[config.mk]
export PLATFORM = sky130hd
export DESIGN_NAME = multi_fault_supervisor
export DESIGN_NICKNAME = d
export VERILOG_FILES = /design/src/rtl/fault_pkg.sv /design/src/rtl/fault_debounce.sv /design/src/rtl/multi_fault_supervisor.sv
export SDC_FILE = /design/constraint.sdc
export NUM_CORES = 1
export LEC_CHECK = 0
export ABC_CLOCK_PERIOD_IN_PS = 1600
export CAP_MARGIN = 25
export CORE_UTILIZATION = 44
export CTS_CLUSTER_SIZE = 20
export DETAILED_ROUTE_END_ITERATION = 8
export PLACE_DENSITY_LB_ADDON = 0.12
export SLEW_MARGIN = 20
export SYNTH_ARGS = -nofsm -noshare
export SYNTH_HDL_FRONTEND = slang
export SYNTH_SLANG_ARGS = --single-unit
[constraint.sdc]
create_clock -name clk -period 1.6 [get_ports clk]
set_input_delay 0.24 -clock clk [delete_from_list [all_inputs] [get_ports clk]]
set_output_delay 0.24 -clock clk [all_outputs]
set_load 0.05 [all_outputs]
[src/rtl/fault_pkg.sv]
// ----------------------------------------------------------------------------
// fault_pkg
//   Shared definitions for the fault-handling blocks.
//
//   Contents:
//     state_t  - 2-bit supervisor state encoding, shared with other fault
//                blocks: NORMAL=0, WARNING=1, FAULT=2, SHUTDOWN=3.
//     DWELL_W  - width of the shared persistent-dwell counter; wide enough for
//                the largest escalation threshold (255).
// ----------------------------------------------------------------------------
package fault_pkg;

    typedef enum logic [1:0] {
        NORMAL   = 2'd0,
        WARNING  = 2'd1,
        FAULT    = 2'd2,
        SHUTDOWN = 2'd3
    } state_t;

    localparam int DWELL_W = 8;

endpackage : fault_pkg

[src/rtl/fault_debounce.sv]
// ----------------------------------------------------------------------------
// fault_debounce
//   One fault channel: counts consecutive cycles of a qualified request and
//   raises a persistent flag while the count sits at DEB_CYC. A single low
//   cycle on the request drops the count back to zero.
//
//   Parameters:
//     DEB_CYC  consecutive qualified cycles before the channel is persistent
//              (1..255).
//
//   Ports:
//     clk      in   rising-edge clock
//     rst      in   synchronous active-high reset
//     q        in   qualified request (raw fault AND NOT mask)
//     persist  out  registered persistent flag, high while count == DEB_CYC
// ----------------------------------------------------------------------------
module fault_debounce #(
    parameter int DEB_CYC = 3
) (
    input  logic clk,
    input  logic rst,
    input  logic q,
    output logic persist
);

    localparam int CW = $clog2(DEB_CYC + 1);

    logic [CW-1:0] cnt;
    logic [CW-1:0] cnt_next;

    // NOTE: every signal written in always_comb gets a default first so no
    // path leaves it unassigned and no latch is inferred.
    always_comb begin
        cnt_next = '0;
        if (q) begin
            cnt_next = (cnt == CW'(DEB_CYC)) ? cnt : cnt + 1'b1;
        end
    end

    // The flag is registered from the next count, so it rises on the same
    // edge the counter reaches DEB_CYC rather than one cycle later.
    // NOTE: state is updated with non-blocking assignments so every register
    // samples the pre-edge values, independent of statement order.
    always_ff @(posedge clk) begin
        if (rst) begin
            cnt     <= '0;
            persist <= 1'b0;
        end else begin
            cnt     <= cnt_next;
            persist <= (cnt_next == CW'(DEB_CYC));
        end
    end

endmodule : fault_debounce

[src/rtl/multi_fault_supervisor.sv]
// ----------------------------------------------------------------------------
// multi_fault_supervisor
//   Debounces NUM_CH fault channels and escalates through
//   NORMAL -> WARNING -> FAULT -> SHUTDOWN while any channel stays persistent.
//   Operator clears de-escalate only once no channel is persistent; SHUTDOWN
//   is left only through clear_shutdown.
//
//   Optional feature (macro FAULT_HISTORY_EN):
//     adds output `history`, a sticky per-channel record of channels that have
//     been persistent, cleared by rst or by an accepted SHUTDOWN clear.
//
//   Parameters:
//     NUM_CH      number of fault channels (2..16)
//     DEB_CYC     debounce length in cycles (1..255)
//     WARN2FAULT  persistent-dwell cycles in WARNING before FAULT (1..255)
//     FAULT2SD    persistent-dwell cycles in FAULT before SHUTDOWN (1..255)
//
//   Ports:
//     clk              in   rising-edge clock
//     rst              in   synchronous active-high reset
//     fault_in         in   raw fault requests, bit i = channel i
//     mask             in   1 = channel ignored
//     clear_warning    in   clear for WARNING -> NORMAL and FAULT -> WARNING
//     clear_shutdown   in   clear for SHUTDOWN -> NORMAL
//     state            out  current state (fault_pkg::state_t encoding)
//     warn/fault/shutdown out one-hot decode of state, all 0 in NORMAL
//     persist_vec      out  per-channel persistent flags
//     active_fault_id  out  lowest persistent channel index, 0 when none
//     active_valid     out  any channel persistent
//     history          out  (FAULT_HISTORY_EN only) sticky persistent record
// ----------------------------------------------------------------------------
module multi_fault_supervisor
    import fault_pkg::*;
#(
    parameter int NUM_CH     = 4,
    parameter int DEB_CYC    = 3,
    parameter int WARN2FAULT = 8,
    parameter int FAULT2SD   = 16
) (
    input  logic                      clk,
    input  logic                      rst,
    input  logic [NUM_CH-1:0]         fault_in,
    input  logic [NUM_CH-1:0]         mask,
    input  logic                      clear_warning,
    input  logic                      clear_shutdown,
    output logic [1:0]                state,
    output logic                      warn,
    output logic                      fault,
    output logic                      shutdown,
    output logic [NUM_CH-1:0]         persist_vec,
    output logic [$clog2(NUM_CH)-1:0] active_fault_id,
`ifdef FAULT_HISTORY_EN
    output logic [NUM_CH-1:0]         history,
`endif
    output logic                      active_valid
);

    localparam int ID_W = $clog2(NUM_CH);

    logic [NUM_CH-1:0]  qual;
    logic               any_persist;
    state_t             cur_state;
    state_t             next_state;
    logic [DWELL_W-1:0] dwell;
    logic               warn_hit;
    logic               sd_hit;

    assign qual = fault_in & ~mask;

    // ------------------------------------------------------------------
    // Per-channel debounce
    // ------------------------------------------------------------------
    for (genvar g = 0; g < NUM_CH; g++) begin : g_ch
        fault_debounce #(
            .DEB_CYC (DEB_CYC)
        ) u_deb (
            .clk     (clk),
            .rst     (rst),
            .q       (qual[g]),
            .persist (persist_vec[g])
        );
    end

    assign any_persist  = |persist_vec;
    assign active_valid = any_persist;

    // Lowest index wins: scan from the top so the last match is the lowest.
    always_comb begin
        active_fault_id = '0;
        for (int i = NUM_CH - 1; i >= 0; i--) begin
            if (persist_vec[i]) begin
                active_fault_id = ID_W'(i);
            end
        end
    end

    // ------------------------------------------------------------------
    // Escalation FSM
    // ------------------------------------------------------------------
    // The threshold is hit on the edge where the dwell count would reach it,
    // so WARN2FAULT persistent cycles in WARNING land exactly WARN2FAULT edges
    // after entry. Escalation needs a persistent channel and every clear needs
    // none, so the two can never compete on the same edge.
    assign warn_hit = any_persist && (dwell == DWELL_W'(WARN2FAULT - 1));
    assign sd_hit   = any_persist && (dwell == DWELL_W'(FAULT2SD - 1));

    always_comb begin
        next_state = cur_state;
        unique case (cur_state)
            NORMAL: begin
                if (any_persist) begin
                    next_state = WARNING;
                end
            end
            WARNING: begin
                if (warn_hit) begin
                    next_state = FAULT;
                end else if (clear_warning && !any_persist) begin
                    next_state = NORMAL;
                end
            end
            FAULT: begin
                if (sd_hit) begin
                    next_state = SHUTDOWN;
                end else if (clear_warning && !any_persist) begin
                    next_state = WARNING;
                end
            end
            SHUTDOWN: begin
                if (clear_shutdown && !any_persist) begin
                    next_state = NORMAL;
                end
            end
            default: next_state = NORMAL;
        endcase
    end

    always_ff @(posedge clk) begin
        if (rst) begin
            cur_state <= NORMAL;
            dwell     <= '0;
            warn      <= 1'b0;
            fault     <= 1'b0;
            shutdown  <= 1'b0;
        end else begin
            cur_state <= next_state;
            warn      <= (next_state == WARNING);
            fault     <= (next_state == FAULT);
            shutdown  <= (next_state == SHUTDOWN);
            // Dwell restarts on any state change or once nothing is persistent;
            // it saturates so a long SHUTDOWN stay cannot wrap it.
            if ((next_state != cur_state) || !any_persist) begin
                dwell <= '0;
            end else if (dwell != '1) begin
                dwell <= dwell + 1'b1;
            end
        end
    end

    assign state = cur_state;

`ifdef FAULT_HISTORY_EN
    // ------------------------------------------------------------------
    // Sticky history. The live persist flags are OR-ed onto the output so a
    // channel shows up on the same edge its persist flag rises.
    // ------------------------------------------------------------------
    logic [NUM_CH-1:0] history_q;
    logic              sd_clear;

    assign sd_clear = (cur_state == SHUTDOWN) && clear_shutdown && !any_persist;

    always_ff @(posedge clk) begin
        if (rst) begin
            history_q <= '0;
        end else if (sd_clear) begin
            history_q <= '0;
        end else begin
            history_q <= history_q | persist_vec;
        end
    end

    assign history = history_q | persist_vec;
`endif

endmodule : multi_fault_supervisor

## Yosys cells after proc, flatten, opt, wreduce, memory -nomap -nowiden

Index checks and enable logic that the tools add are counted.

- Register bits after elaboration: 25
- Input port bits: 12
- Output and inout bits: 12
- Logic and storage cells: 66

- Add/subtract/negate cells: 5
- Equal/unequal tests: 18
- Multiplexer cells: 19
- Bitwise operators: 2
- Reduce and logical (&&, ||, !) cells: 9

Operator list:

| kind | count |
|---|---|
| 2-bit 2-to-1 mux | 18 |
| 2-bit equality test (second input constant) | 12 |
| 2-bit by 1-bit adder with 2-bit output (second input constant) | 4 |
| 8-bit by 1-bit adder with 8-bit output (second input constant) | 1 |
| 8-bit by 3-bit equality test with 1-bit output (second input constant) | 1 |
| 8-bit by 4-bit equality test with 1-bit output (second input constant) | 1 |
| 8-bit inequality test (second input constant) | 1 |
| 2-bit one-hot mux with 4 select lines | 1 |
| 4-bit bitwise AND | 1 |
| 2-bit by 1-bit equality test with 1-bit output (second input constant) | 2 |
| 1-bit logical AND | 4 |
| 4-bit NOT | 1 |
| 4-bit OR reduction | 1 |
| 2-bit zero test | 1 |
| 2-bit inequality test | 1 |
| 2-bit OR reduction | 1 |
| 1-bit zero test | 1 |
| 1-bit logical OR | 1 |

## Longest topological paths before layout

Gate-level depths: netlist (run 1).

- Word-level depth: 9
- Gate-level depth with buffers: 5

## Modules after synthesis

Synthesis (run 1) repeated with hierarchy kept, for this count alone.

- Cell total of the unflattened synthesis: 118
- Area total of the unflattened synthesis: 1,126.1 µm²

Modules (own cells, without submodules):

| module | instances | cells each | area each (µm²) | seq. area each (µm²) |
|---|---|---|---|---|
| multi_fault_supervisor | 1 | 82 | 735.7 | 260.2 |
| fault_debounce | 4 | 9 | 97.6 | 60.1 |

## Worst setup path after synthesis (run 1)

Ideal clock, no wire load.

- Kind: reg2reg
- Start: reg g_ch[0].u_deb.persist
- End: reg dwell[7]
- Library setup time: 0.096 ns
- Arrival time: 1.703 ns
- Data required time: 1.504 ns
- Path slack: -0.199 ns
- Stages on the path, launching flop included: 6
- Buffers on the path: 0
- Period minus slack after synthesis: 1.799 ns
- Cells stage by stage: dfxtp_1 nor4_4 inv_1 o31ai_2 o21ai_2 nor4b_1

- Cells in the longest elaborated chain, start to end: 9

Ends and longest elaborated chain:

| item | RTL line | source |
|---|---|---|
| from (decl) | fault_debounce.sv:23 | `output logic persist` |
| from (signal assigned) | fault_debounce.sv:50 | `persist <= (cnt_next == CW'(DEB_CYC));` |
| 4-bit OR reduction (*) | multi_fault_supervisor.sv:84 | `assign any_persist = \|persist_vec;` |
| via active_valid | multi_fault_supervisor.sv:55 | `output logic active_valid` |
| 1-bit zero test | n/a |  |
| 1-bit logical AND | multi_fault_supervisor.sv:118, multi_fault_supervisor.sv:125 |  |
| 2-bit 2-to-1 mux (on tied branches) | multi_fault_supervisor.sv:125, multi_fault_supervisor.sv:118 |  |
| 2-bit 2-to-1 mux (on tied branches) | multi_fault_supervisor.sv:123, multi_fault_supervisor.sv:116 |  |
| 2-bit one-hot mux with 4 select lines | multi_fault_supervisor.sv:109 | `unique case (cur_state)` |
| 2-bit inequality test | multi_fault_supervisor.sv:152 | `if ((next_state != cur_state) \|\| !any_persist) begin` |
| 1-bit logical OR (*) | multi_fault_supervisor.sv:152 |  |
| 2-bit OR reduction (no line) (*) | n/a |  |
| to (signal assigned) | multi_fault_supervisor.sv:155 | `dwell <= dwell + 1'b1;` |
| to (decl) | multi_fault_supervisor.sv:64 | `logic [DWELL_W-1:0] dwell;` |

The timed path passes the listed nets; every way through them passes the cells marked *.
A chain may end at the register's enable or synchronous reset.

## Final worst setup path (run 1)

- Start: reg dwell[4]
- End: reg dwell[3]

- Cells in the longest elaborated chain, start to end: 7

Ends and longest elaborated chain:

| item | RTL line |
|---|---|
| 8-bit by 4-bit equality test with 1-bit output or 8-bit by 3-bit equality test with 1-bit output (tied branches) | multi_fault_supervisor.sv:105, multi_fault_supervisor.sv:104 |
| 1-bit logical AND (on tied branches) | multi_fault_supervisor.sv:105, multi_fault_supervisor.sv:104 |
| 2-bit 2-to-1 mux (on tied branches) | multi_fault_supervisor.sv:123, multi_fault_supervisor.sv:116 |
| 2-bit one-hot mux with 4 select lines | multi_fault_supervisor.sv:109 |
| 2-bit inequality test | multi_fault_supervisor.sv:152 |
| 1-bit logical OR | multi_fault_supervisor.sv:152 |
| 2-bit OR reduction (no line) | n/a |

Several ways; a longest one is shown, not always the timed one.

==> results.toml, run 1 <==
[timing]
drv_slew = 0
slew_headroom = 0.670
max_freq_mhz = 594
setup_slack_ns = -0.0829
rsz0062_at_grt = "yes"
fin_hold_ws_ns = 0.456
skew_ns = 0.0112
finalHoldViolCount = 0
worst_pin_slew_ns = 0.495
setup_viol = 12
fin_crit_sh = 1.05
post-route-min-period_ns = 1.68

[drt]
wire_per_inst_um = 13.2
ant_nets = 0
drc = 0
via_per_inst = 5.37
dr_total_vias = 983
wl_um = 2410
drtPass1Iterations = 4
drt_iter0_drc = 10

[cells_and_area]
synthToLayoutAreaGrowth_pct = 47.3
fill_cells = 178
fin_area_sq_um = 1620
antenna_cells = 0
fin_nets = 169
fin_util = 0.710
drive_above_1_share = 0.387

[worst_setup_path]
arrival_ns = 1.88
crit_fanout = 8
crit_chain = "or4_4, o211a_4, o21ai_2, buf_6, nor4_1"
critPathKind = "reg -> reg"
slowest_stage = "or4_4"
end_kind = "register"
crit_required_ns = 1.80
critPathMaxStageDelay_ns = 0.57
rrSetupSlack_ns = -0.08
startpoint_type = "register"

[yosys]
async_flop_share = 0
synth_cell_type_count = 36
synth-xor-area-share = 0.0160
netlist_area_sq_um = 1100
yosys_warnings = 0
synthFlopType = "dfxtp_1"
synth_edf_count = 0
synth_adder_area_share = 0.0114
synth-simple-area-share = 0.267
syn_area_per_cell_sq_um = 9.38
synthTopCellsByCount = "dfxtp_1 (25), inv_1 (9), nor2_1 (8)"
synthMuxAreaShare = 0.0285
synth_top_family_by_area = "simple AND/OR/NAND/NOR gates"
synthCells = 117
synth_compound_area_frac = 0.156
synth_fp_nets = 130
seq_area_frac_synth = 0.456
synth_most_common_cell = "dfxtp_1"
synth.largest_area_cell = "dfxtp_1"
ys_seq_elements = 25
synthTopCellsByArea = "dfxtp_1 (46%), nor3b_1 (3.4%), inv_1 (3.1%), nor4_1 (2.9%), nor3_1 (2.7%)"
yosysTopAreaCellShare = 0.456

[outcome]
run_status = "complete, but fails checks"
violations = "negative setup slack"

[power]
p_clk_frac = 0.292
p_total_w = 0.000982
power_frac_seq = 0.643
combPwrFrac = 0.065
switching_share = 0.222
peakVddDrop_mv = 0.528
p_leak_nw = 0.599
p_int_w = 0.000764
power_per_cell_area_nw_per_um2 = 608
switching_power_w = 0.000218

[place]
dp_slack_ns = -0.0999
gp_congestion = 0.867
port_buffers = 23
dpl_cell_area_sq_um = 1450
dpl.hpwl_um = 1680

[clock_tree]
clock_sinks = 25
path_clk_slew_ns = 0.14
cts_buffer_depth = 2
cts_setup_buffers = 0
cts_buffers = 3
cts_tree = "done"
root_buffer = "clkbuf_4"
clk_latency_ns = 0.33
cts.htree.levels = 1

[grt]
grt_max_degree = 16
grt_pass1_vias = 925
grt-ovfl-total = 0
antenna_found_initial = 0
grtUsageTotal = 0.199
grt_pass1_wl_um = 3930

[floorplanning]
coreArea_sq_um = 2280
die-area_sq_um = 2700
io_pins = 24
start_util = 0.482
die_x_um = 51.9
rows = 17
die_h_um = 51.9

[min_path]
hp-class = "reg -> reg"

[run]
drv_cap = 0
## per-layer routing
layer,global-route usage,vias up,routed length (um)
met4,0.113,0,47
li1,-,497,-
met5,0,-,0
met2,0.308,34,1150
met3,0.0351,5,123
met1,0.256,447,1080
## sequential cells by signal, summed over array words and instances (netlist names)
signal and count:
dwell 8, g_ch.u_deb.cnt 8, g_ch.u_deb.persist 4, state 2
fault 1, shutdown 1, warn 1
## metrics by stage
step | TNS, ns | cells
after floorplan | -1.54 | 117
after global placement | -0.0219 | 179
after detailed placement | -0.410 | 179
after CTS | -0.337 | 183
after global routing | -1.27 | 183
final | -0.629 | 183
## layout make-up
class	count	area [sq um]	share of cell area
sequential	25	507	0.313
clock inverter	1	7.51	0.00464
tap	28	35.0	0.0217
inverter	9	33.8	0.0209
multi-input combinational	77	643	0.398
clock buffer	3	22.5	0.0139
timing repair buffer	40	368	0.228
## worst max-delay path: cells and delay by family, from the launching register on
kind / cells / cell delay [ns]
compound gates: 2 / 0.41
buf+inv: 1 / 0.17
flops: 1 / 0.35
simple gates: 2 / 0.63
## logic make-up (layout without fill, tap and decap cells)
kind of cell / Yosys count / count (layout)
xor gates and xnor gates: 2 / 2
AOI/OAI and AO/OA: 24 / 24
and+or+nand+nor: 47 / 47
muxes: 3 / 3
adders and majority gates: 1 / 1
buffers and inverters: 15 / 53
DFF: 25 / 25
## cells in the final DEF (no fill, tap or decap), types with 2 or more instances in the layout
cell and instances:
buf_4 24, dfxtp_1 20, clkdlybuf4s50_1 11, inv_1 8
nor2_1 8, nor3_2 5, dfxtp_2 5, a21oi_1 4
nor3b_1 4, a21boi_0 4, nand3_1 4, o21a_1 4
and2_1 4, nand2_1 3, clkbuf_4 3, nor4_4 2
mux2i_1 2, o22ai_1 2, nand2b_1 2, nor4_2 2
and3_1 2, nor4_1 2, o21ai_0 2, nor4b_2 2
xor2_1 2, buf_12 2, buf_6 2
## worst paths after layout
check / from / end / cells after the start
worst min-delay path: g_ch[0].u_deb.cnt[0]$_SDFF_PP0_ / g_ch[0].u_deb.cnt[0]$_SDFF_PP0_ / 1
worst max-delay path: dwell[4]$_SDFFE_PP0P_ / dwell[3]$_SDFFE_PP0P_ / 5
worst max register to register: dwell[4]$_SDFFE_PP0P_ / dwell[3]$_SDFFE_PP0P_ / 5
worst min register to register: g_ch[0].u_deb.cnt[0]$_SDFF_PP0_ / g_ch[0].u_deb.cnt[0]$_SDFF_PP0_ / 1
## power groups by stage
stage | clock network, W | registers, W | logic (W)
after floorplan | 0 | 0.000646 | 0.0000200
after global placement | 0 | 0.000645 | 0.0000586
after detailed placement | 0 | 0.000645 | 0.0000595
after CTS | 0.000300 | 0.000632 | 0.0000620
after global routing | 0.000319 | 0.000633 | 0.0000676
final | 0.000287 | 0.000631 | 0.0000637
## timing repair
action / 4_1_cts / 5_1_grt
setup endpoints to repair: 14 / 14
hold buffers: 0 / 0
resized for setup: 17 / 12
pin swaps: 7 / 8
(Power assumes the default switching activity.)
==> run 2: changes to the inputs <==
SKIP_CTS_REPAIR_TIMING = 1   (was not set)
==> results.toml, run 2 (synthesis results as in run 1) <==
[drt]
drtPass1Iterations = 4
wire_per_inst_um = 13.0
via_per_inst = 5.46
dr_total_vias = 999
drc = 0
ant_nets = 0
wl_um = 2380
drt_iter0_drc = 27

[worst_setup_path]
crit_required_ns = 1.81
crit_chain = "or4_4, o211a_4, o21ai_2, buf_6, nor3_1"
r2r_cells = 5
startpoint_type = "register"
slowest_stage = "or4_4"
worstSetupStartpoint = "dwell[7]$_SDFFE_PP0P_"
r2r_start = "dwell[7]$_SDFFE_PP0P_"
crit_fanout = 8
end_kind = "register"
critPathMaxStageDelay_ns = 0.58
rr_endpoint = "dwell[0]$_SDFFE_PP0P_"
arrival_ns = 1.87
crit_path_end = "dwell[0]$_SDFFE_PP0P_"
rrSetupSlack_ns = -0.06
critPathKind = "reg -> reg"

[clock_tree]
clock_sinks = 25
path_clk_slew_ns = 0.14
cts_buffer_depth = 2
clk_latency_ns = 0.33
cts_buffers = 3
cts_tree = "done"
cts.htree.levels = 1
root_buffer = "clkbuf_4"

[run]
drv_cap = 0

[floorplanning]
coreArea_sq_um = 2280
die_h_um = 51.9
die-area_sq_um = 2700
rows = 17
die_x_um = 51.9
start_util = 0.482
io_pins = 24

[grt]
grtUsageTotal = 0.185
grt_pass1_vias = 878
antenna_found_initial = 0
grt_max_degree = 16
grt_pass1_wl_um = 3640
grt-ovfl-total = 0

[place]
dp_slack_ns = -0.0999
dpl.hpwl_um = 1680
gp_congestion = 0.867
placed_cells = 179
port_buffers = 23

[power]
power_per_cell_area_nw_per_um2 = 624
peakVddDrop_mv = 0.526
p_leak_nw = 0.598
p_total_w = 0.000983

[cells_and_area]
drive_above_1_share = 0.348
instances_no_fill = 183
multi_input_area_sq_um = 602
regArea_sq_um = 507
final_cell_mix = "buf_4 (24), dfxtp_1 (20), clkdlybuf4s50_1 (11)"
synthToLayoutAreaGrowth_pct = 43.6
layout_commonest_cell = "buf_4"
antenna_cells = 0
fin_nets = 169
fill_cells = 180
reg_top3 = "dwell x8, g_ch.u_deb.cnt x8, g_ch.u_deb.persist x4"

[timing]
setup_slack_ns = -0.0557
drv_slew = 0
max_freq_mhz = 604
post-route-min-period_ns = 1.66
slew_headroom = 0.758
fin_crit_sh = 1.03
worst_pin_slew_ns = 0.363
setup_viol = 11
rsz0062_at_grt = "yes"
finalHoldViolCount = 0
skew_ns = 0.0105

[outcome]
run_status = "complete, but fails checks"
violations = "negative setup slack"

[min_path]
hp-class = "reg -> reg"
[run 2: per-stage QoR]
stage,TNS [ns],hold slack (ns),utilization,cell area [sq um]
finish,-0.496,0.454,0.692,1580
global route,-1.17,0.478,0.692,1580
CTS,-0.966,0.457,0.649,1480
detailed placement,-0.410,0.437,0.636,1450
global placement,-0.0219,0.427,0.636,1450
floorplan,-1.54,0.419,-,1100
[run 2: final cells by class]
type / count / area share
clock buffer: 3 / 0.0143
clock inverter: 1 / 0.00477
inverter: 9 / 0.0214
multi-input combinational: 77 / 0.382
sequential: 25 / 0.322
tap: 28 / 0.0222
timing repair buffer: 40 / 0.234
[run 2: worst max-delay path: cells and delay by family, from the launching register on]
kind / cells / cell delay, ns
simple gates: 2 / 0.64
compound gates: 2 / 0.40
flops: 1 / 0.35
buf+inv: 1 / 0.15
[run 2: worst min path at each step]
stage / cells after the start / start / slack, ns / endpoint
CTS: 1 / g_ch[2].u_deb.cnt[0]$_SDFF_PP0_ / 0.46 / g_ch[2].u_deb.cnt[0]$_SDFF_PP0_
floorplan: 2 / mask[0] / 0.42 / g_ch[0].u_deb.cnt[1]$_SDFF_PP0_
global route: 1 / g_ch[2].u_deb.cnt[0]$_SDFF_PP0_ / 0.48 / g_ch[2].u_deb.cnt[0]$_SDFF_PP0_
detailed placement: 1 / g_ch[3].u_deb.cnt[0]$_SDFF_PP0_ / 0.44 / g_ch[3].u_deb.cnt[1]$_SDFF_PP0_
finish: 1 / g_ch[3].u_deb.cnt[0]$_SDFF_PP0_ / 0.45 / g_ch[3].u_deb.cnt[0]$_SDFF_PP0_
global placement: 1 / g_ch[0].u_deb.cnt[0]$_SDFF_PP0_ / 0.43 / g_ch[0].u_deb.cnt[1]$_SDFF_PP0_
[run 2: power breakdown]
part | leakage [nW] | internal (W) | switching, W
Combinational | 0.379 | 0.0000401 | 0.0000230
Clock | 0.0139 | 0.0000958 | 0.000193
Sequential | 0.205 | 0.000628 | 0.00000313
[run 2: metal layers]
layer	GRT usage	up-vias	routed length [um]	part of all wire
met5	0	-	0	0
met1	0.238	468	1110	0.46
li1	-	498	-	-
met4	0.108	0	50	0.021
met2	0.282	28	1120	0.47
met3	0.0351	5	105	0.044
